<file path="src/rtl/acc_mac_argmax.sv">
// acc_mac_argmax: per-class MAC over a streamed frame, then argmax scan.
// Define ACC_SAT_EN to saturate accumulator updates instead of wrapping.
module acc_mac_argmax #(
  parameter int TAPS      = 9,
  parameter int NUM_CLASS = 10,
  parameter int DW        = 8,
  parameter int WW        = 8,
  parameter int ACCW      = 20,
  parameter int IDXW      = 4,
  parameter int WAW       = 7
) (
  input  logic                   clk_i,
  input  logic                   rst,
  input  logic [15:0]            Rm,
  input  logic [15:0]            Rn,
  output logic [IDXW-1:0]        max_index,
  output logic signed [ACCW-1:0] max_value,
  output logic                   valid_o,
  output logic                   busy_o,
  output logic                   drop_o
);
  localparam int CW = (TAPS > 1) ? $clog2(TAPS) : 1;
  localparam int PW = WW + DW;
  localparam int SW = ((ACCW > PW) ? ACCW : PW) + 1;

  typedef enum logic {ACCUM, SCAN} state_t;
  state_t state_q, state_d;

  logic signed [WW-1:0]   w      [NUM_CLASS][TAPS];
  logic signed [ACCW-1:0] acc    [NUM_CLASS];
  logic signed [ACCW-1:0] acc_nx [NUM_CLASS];
  logic signed [PW-1:0]   prod   [NUM_CLASS];
  logic signed [SW-1:0]   sum    [NUM_CLASS];

  logic [CW-1:0]          cnt;
  logic [IDXW-1:0]        sc, best_idx, cand_idx;
  logic signed [ACCW-1:0] best_val, cand_val, sel_val;
  logic                   clr, in_s, wr, accept, last, scan_done;
  logic [WAW-1:0]         wa;
  logic [WAW:0]           e_lo, e_hi;
  logic signed [DW-1:0]   x;
  logic                   unused_rn;

  assign clr       = Rn[15];
  assign in_s      = Rn[0] & ~clr;
  assign wa        = Rn[WAW:1];
  assign wr        = ~clr & ~Rn[0] & (wa != '0);
  assign e_lo      = {wa - WAW'(1), 1'b0};
  assign e_hi      = {wa - WAW'(1), 1'b1};
  assign x         = Rm[DW-1:0];
  assign unused_rn = ^Rn[14:WAW+1];

  assign accept    = in_s & (state_q == ACCUM);
  assign last      = accept & (cnt == CW'(TAPS-1));
  assign scan_done = ~clr & (state_q == SCAN)
                   & (sc == IDXW'(NUM_CLASS-1));
  assign busy_o    = (state_q == SCAN);

  always_comb begin
    for (int c = 0; c < NUM_CLASS; c++) begin
      prod[c]   = PW'(w[c][cnt]) * PW'(x);
      sum[c]    = SW'(acc[c]) + SW'(prod[c]);
      acc_nx[c] = sum[c][ACCW-1:0];
`ifdef ACC_SAT_EN
      if (sum[c][SW-1:ACCW-1] != {(SW-ACCW+1){sum[c][SW-1]}})
        acc_nx[c] = sum[c][SW-1] ? {1'b1, {(ACCW-1){1'b0}}}
                                 : {1'b0, {(ACCW-1){1'b1}}};
`endif
    end
  end

  // Strict greater keeps the lowest index on ties.
  always_comb begin
    sel_val  = acc[sc];
    cand_val = best_val;
    cand_idx = best_idx;
    if (sc == '0 || sel_val > best_val) begin
      cand_val = sel_val;
      cand_idx = sc;
    end
  end

  always_ff @(posedge clk_i or posedge rst) begin
    if (rst) state_q <= ACCUM;
    else     state_q <= state_d;
  end

  always_comb begin
    state_d = state_q;
    unique case (1'b1)
      clr:       state_d = ACCUM;
      last:      state_d = SCAN;
      scan_done: state_d = ACCUM;
      default:   ;
    endcase
  end

  always_ff @(posedge clk_i or posedge rst) begin
    if (rst) begin
      for (int c = 0; c < NUM_CLASS; c++) begin
        acc[c] <= '0;
        for (int t = 0; t < TAPS; t++) w[c][t] <= '0;
      end
      cnt       <= '0;
      sc        <= '0;
      best_idx  <= '0;
      best_val  <= '0;
      max_index <= '0;
      max_value <= '0;
      valid_o   <= 1'b0;
      drop_o    <= 1'b0;
    end else begin
      valid_o <= 1'b0;
      if (wr) begin
        for (int c = 0; c < NUM_CLASS; c++)
          for (int t = 0; t < TAPS; t++)
            if ((WAW+1)'(c*TAPS+t) == e_lo)
              w[c][t] <= Rm[WW-1:0];
            else if ((WAW+1)'(c*TAPS+t) == e_hi)
              w[c][t] <= Rm[8+WW-1:8];
      end
      if (clr) begin
        for (int c = 0; c < NUM_CLASS; c++) acc[c] <= '0;
        cnt    <= '0;
        sc     <= '0;
        drop_o <= 1'b0;
      end else if (accept) begin
        acc <= acc_nx;
        cnt <= last ? '0 : cnt + CW'(1);
      end else if (state_q == SCAN) begin
        if (in_s) drop_o <= 1'b1;
        best_val <= cand_val;
        best_idx <= cand_idx;
        sc       <= sc + IDXW'(1);
        if (scan_done) begin
          max_index <= cand_idx;
          max_value <= cand_val;
          valid_o   <= 1'b1;
          sc        <= '0;
          for (int c = 0; c < NUM_CLASS; c++) acc[c] <= '0;
        end
      end
    end
  end
endmodule

</file>
<file path="config.mk">
export PLATFORM = sky130hd
export DESIGN_NAME = acc_mac_argmax
export DESIGN_NICKNAME = d
export VERILOG_FILES = /design/src/rtl/acc_mac_argmax.sv
export SDC_FILE = /design/constraint.sdc
export NUM_CORES = 2
export LEC_CHECK = 0
export BUFFER_PORTS_ARGS = -buffer_cell sky130_fd_sc_hd__clkbuf_2
export CAP_MARGIN = 10
export CORE_ASPECT_RATIO = 0.75
export CORE_MARGIN = 4
export CORE_UTILIZATION = 37
export CTS_CLUSTER_SIZE = 16
export DETAILED_ROUTE_END_ITERATION = 7
export GPL_TIMING_DRIVEN = 0
export PLACE_DENSITY = 0.54
export SLEW_MARGIN = 20
export SYNTH_ARGS = -nofsm -noshare
export SYNTH_HDL_FRONTEND = slang
export SYNTH_SLANG_ARGS = --single-unit
</file>
<file path="constraint.sdc">
create_clock -name clk_i -period 36.2 [get_ports clk_i]
set_clock_uncertainty 0.2 [all_clocks]
set_input_delay 7.24 -clock clk_i [delete_from_list [all_inputs] [get_ports clk_i]]
set_output_delay 7.24 -clock clk_i [all_outputs]
set_load 0.03 [all_outputs]
</file>
==> summary.txt <==
GRT
  – Gr ovfl total: 0
  – Initial antenna violation count: 27
  – Largest net degree at the start of global routing: 103
  – All-Layer GR Usage: 0.2459
  – Global-route wire length before repair: 397.6 mm
  – Vias in the first global route: 55,524

CTS
  – Clock sinks: 979
  – Root Buffer: clkbuf_16
  – CTS tree: yes
  – Worst-path clk slew: 0.06 ns
  – Total CTS buffers: 112
  – # hold bufs at CTS: 0
  – # resized after CTS: 0
  – Number of setup buffers added after CTS: 0
  – Worst-Skew Late Latency: 0.79 ns
  – H-tree depth: 3
  – Clk buf depth: 3

Timing
  – Hold Slack: 0.2807 ns
  – Final Hold Vio Count: 0
  – Worst rel slew slack: 0.1529
  – RSZ-0062 raised after global routing: no
  – Max Slew Vio Count: 0
  – Final setup vio count: 0
  – Fin crit share: 0.3971
  – Fin crit period: 14.38 ns
  – Setup total negative slack: 0 ns
  – Final worst setup slack: 21.82 ns
  – Slew @ Worst Pin: 1.271 ns
  – Fmax achieved: 69.56 MHz

Synth
  – Mux cell area share after synthesis: 0.1732
  – Avg Cell Area, Syn: 11.64 um2
  – Post-Synth XOR/XNOR Area: 0.02054
  – #FFs+latches synth: 979
  – Largest family of logic cells by synthesized area: adder cells
  – Synthesis Warnings: 0
  – Area share of the leading cell type in the synthesized netlist: 0.3073
  – Top post-synthesis cells by area: dfrtp_1, fa_1, mux2_2, ha_1, mux4_2
  – Yosys top cell by area: dfrtp_1
  – Seq/Total Area, Yosys: 0.3073
  – Yosys cell types: 71
  – Cells after Synth: 6,851
  – Synth Flop Type: dfrtp_1
  – Post-synthesis simple-gate area fraction: 0.08301
  – EDFF count, synth: 0
  – Async SR Flop Fraction: 1.000
  – Adder-cell share of the synthesized area: 0.2971
  – Complex-gate fraction of the synthesized area: 0.05654
  – Mapped Area: 0.07973 mm2
  – Mapped Nets: 8,250

Drt
  – DRT Pass-1 Iters: 7
  – Via Count: 54,613
  – Residual DRC count: 0
  – Antenna viol nets, final: 0
  – Per-cell routed wire length: 27.30 um
  – First-iteration detailed-routing DRC count: 5,156
  – Via density per instance: 5.476
  – Detailed-route wire length: 272.3 mm

Hold path
  – Hold path start: max_value[17]
  – Hold Path Sink: max_value[17]
  – Hold path cells: 2
  – Hold Path Class: reg2reg

Die
  – I/O pin cnt: 61
  – Initial core utilization: 0.3724
  – Core footprint: 0.2141 mm2
  – Chip width: 544.0 um
  – Total Die Area: 0.2231 mm2
  – Row cnt: 147
  – Die Y: 410.0 um

Pwr
  – Switching Share: 0.3983
  – Sw power: 0.001854 W
  – Clock network power share: 0.261
  – Internal power: 0.002801 W
  – PwrDens: 52.80 mW/mm2
  – Max rail drop VDD: 0.04233 mV
  – Comb power frac: 0.455
  – Sequential Power Share: 0.284
  – Leakage: 43.39 nW

Layout
  – Area growth syn-to-layout: 10.57%
  – Share of layout cells above drive strength 1: 0.1880
  – Final #Nets: 8,426
  – Final cell count without fillers: 9,973
  – Post-Route Utilization: 0.4118

Critical path
  – Crit path DAT: 14.76 ns
  – Worst r2r src: cnt[0]
  – Critical R2R Capture: acc[98]
  – Required @ worst endpoint: 36.58 ns
  – CP endpoint kind: register
  – Worst setup SP type: primary input
  – Kind of critical path: in2reg
  – Max FO, Critical Path: 13
  – R2R cell count: 21
  – Worst reg-to-reg setup slack: 26.89 ns

Place
  – Placed cell count: 9,744
  – Port Buffer Count: 36
  – HPWL after DPL: 208.7 mm
  – Post-place setup slack: 21.28 ns
  – Final GP Congestion: 0.9339

Run
  – Max-cap check violation count: 0

Outcome
  – Status: finished, final reports clean
==> power groups by stage <==
stage | Combinational [W] | Clock [W] | Sequential (W)
after floorplan | 0.00156 | 0 | 0.00128
after global placement | 0.00204 | 0 | 0.00134
after detailed placement | 0.00208 | 0 | 0.00134
after CTS | 0.00211 | 0.00123 | 0.00132
after global routing | 0.00239 | 0.00127 | 0.00133
final | 0.00212 | 0.00122 | 0.00132
==> Yosys cell counts, types with 104 or more instances <==
library cell	n
and2_1	392
clkbuf_1	237
dfrtp_1	979
fa_1	880
ha_1	485
inv_1	926
mux2_2	648
mux2i_1	104
mux4_2	200
nand2_1	535
nor2_1	135
o21ai_0	256
==> through the flow <==
| step | power [W] | area, um2 |
|---|---|---|
| floorplan | 0.002845 | 79730 |
| global placement | 0.003381 | 83460 |
| detailed placement | 0.003420 | 84230 |
| CTS | 0.004659 | 88100 |
| global route | 0.004996 | 88120 |
| finish | 0.004655 | 88160 |
==> registers in the layout (all words and copies together) (netlist names) <==
register / cells
cnt: 4
best_idx: 4
valid_o: 1
busy_o: 1
max_value: 20
best_val: 20
max_index: 4
w: 720
acc: 200
sc: 4
drop_o: 1
==> routing by layer <==
layer / global-route usage / wire (um) / up-vias
met2: 0.3427 / 112200 / 2077
met3: 0.06503 / 25260 / 381
li1: - / - / 23114
met4: 0.07641 / 9498 / 6
met1: 0.3701 / 125300 / 29035
met5: 0 / 41 / -
==> placed cells by master (no fill, tap or decap), types with 19 or more instances in the layout <==
cell and n:
xor2_1 84, mux2_1 60, clkbuf_8 28, nand2_1 535
or2_2 20, inv_1 925, clkbuf_16 113, clkinv_2 19
diode_2 21, mux4_2 200, nand2b_1 36, clkbuf_2 90
fa_1 880, and2_1 392, o2bb2ai_1 19, clkbuf_1 207
buf_2 77, or3_1 20, nor3_1 33, a22o_1 76
a22oi_1 22, o21a_1 29, o21ai_1 52, xnor2_1 103
a21oi_1 102, ha_1 485, mux2i_1 104, mux2_2 648
nand3_1 31, o21bai_1 21, a211oi_1 19, nor2b_1 22
nor2_1 135, dfrtp_1 979, o21ai_2 29, o21ai_0 246
==> worst max-delay path by stage <==
stage	cells past startpoint	to	slack, ns	startpoint
global route	18	acc[158]	21.62	Rm[0]
detailed placement	18	acc[118]	21.28	Rm[0]
floorplan	1	acc[0]	1.22	rst
CTS	18	acc[118]	22.05	Rm[0]
global placement	2	w[107]	-11.10	rst
finish	18	acc[118]	21.82	Rm[0]
==> layout make-up <==
class	instances	area [um2]
fillers	20421	125900
multi-input cells	4597	50370
flip-flops and latches	979	24500
well taps	2831	3542
inverters	928	3491
clock buffers	164	3299
plain buffers	347	1579
repair buffers	62	754.5
clock inverters	44	570.5
diodes	21	52.55
==> kinds of logic after synthesis <==
group / count (synthesis)
simple gates: 1299
flops: 979
fa+ha+maj: 1365
xor+xnor: 187
compound gates: 715
buf+inv: 1275
mux: 1031
==> critical path, cell delays in order <==
cell      delay [ns]
clkbuf_1        0.83
clkbuf_2        0.72
and2_1          0.85
inv_1           0.14
fa_1            0.51
inv_1           0.05
fa_1            0.48
fa_1            0.56
fa_1            0.43
fa_1            0.44
ha_1            0.34
o21a_1          0.20
o31a_1          0.15
o311ai_0        0.79
a31oi_1         0.32
o41ai_1         0.41
xor2_1          0.19
o21ai_0         0.09
No activity file was read; power rests on OpenSTA's default activity.
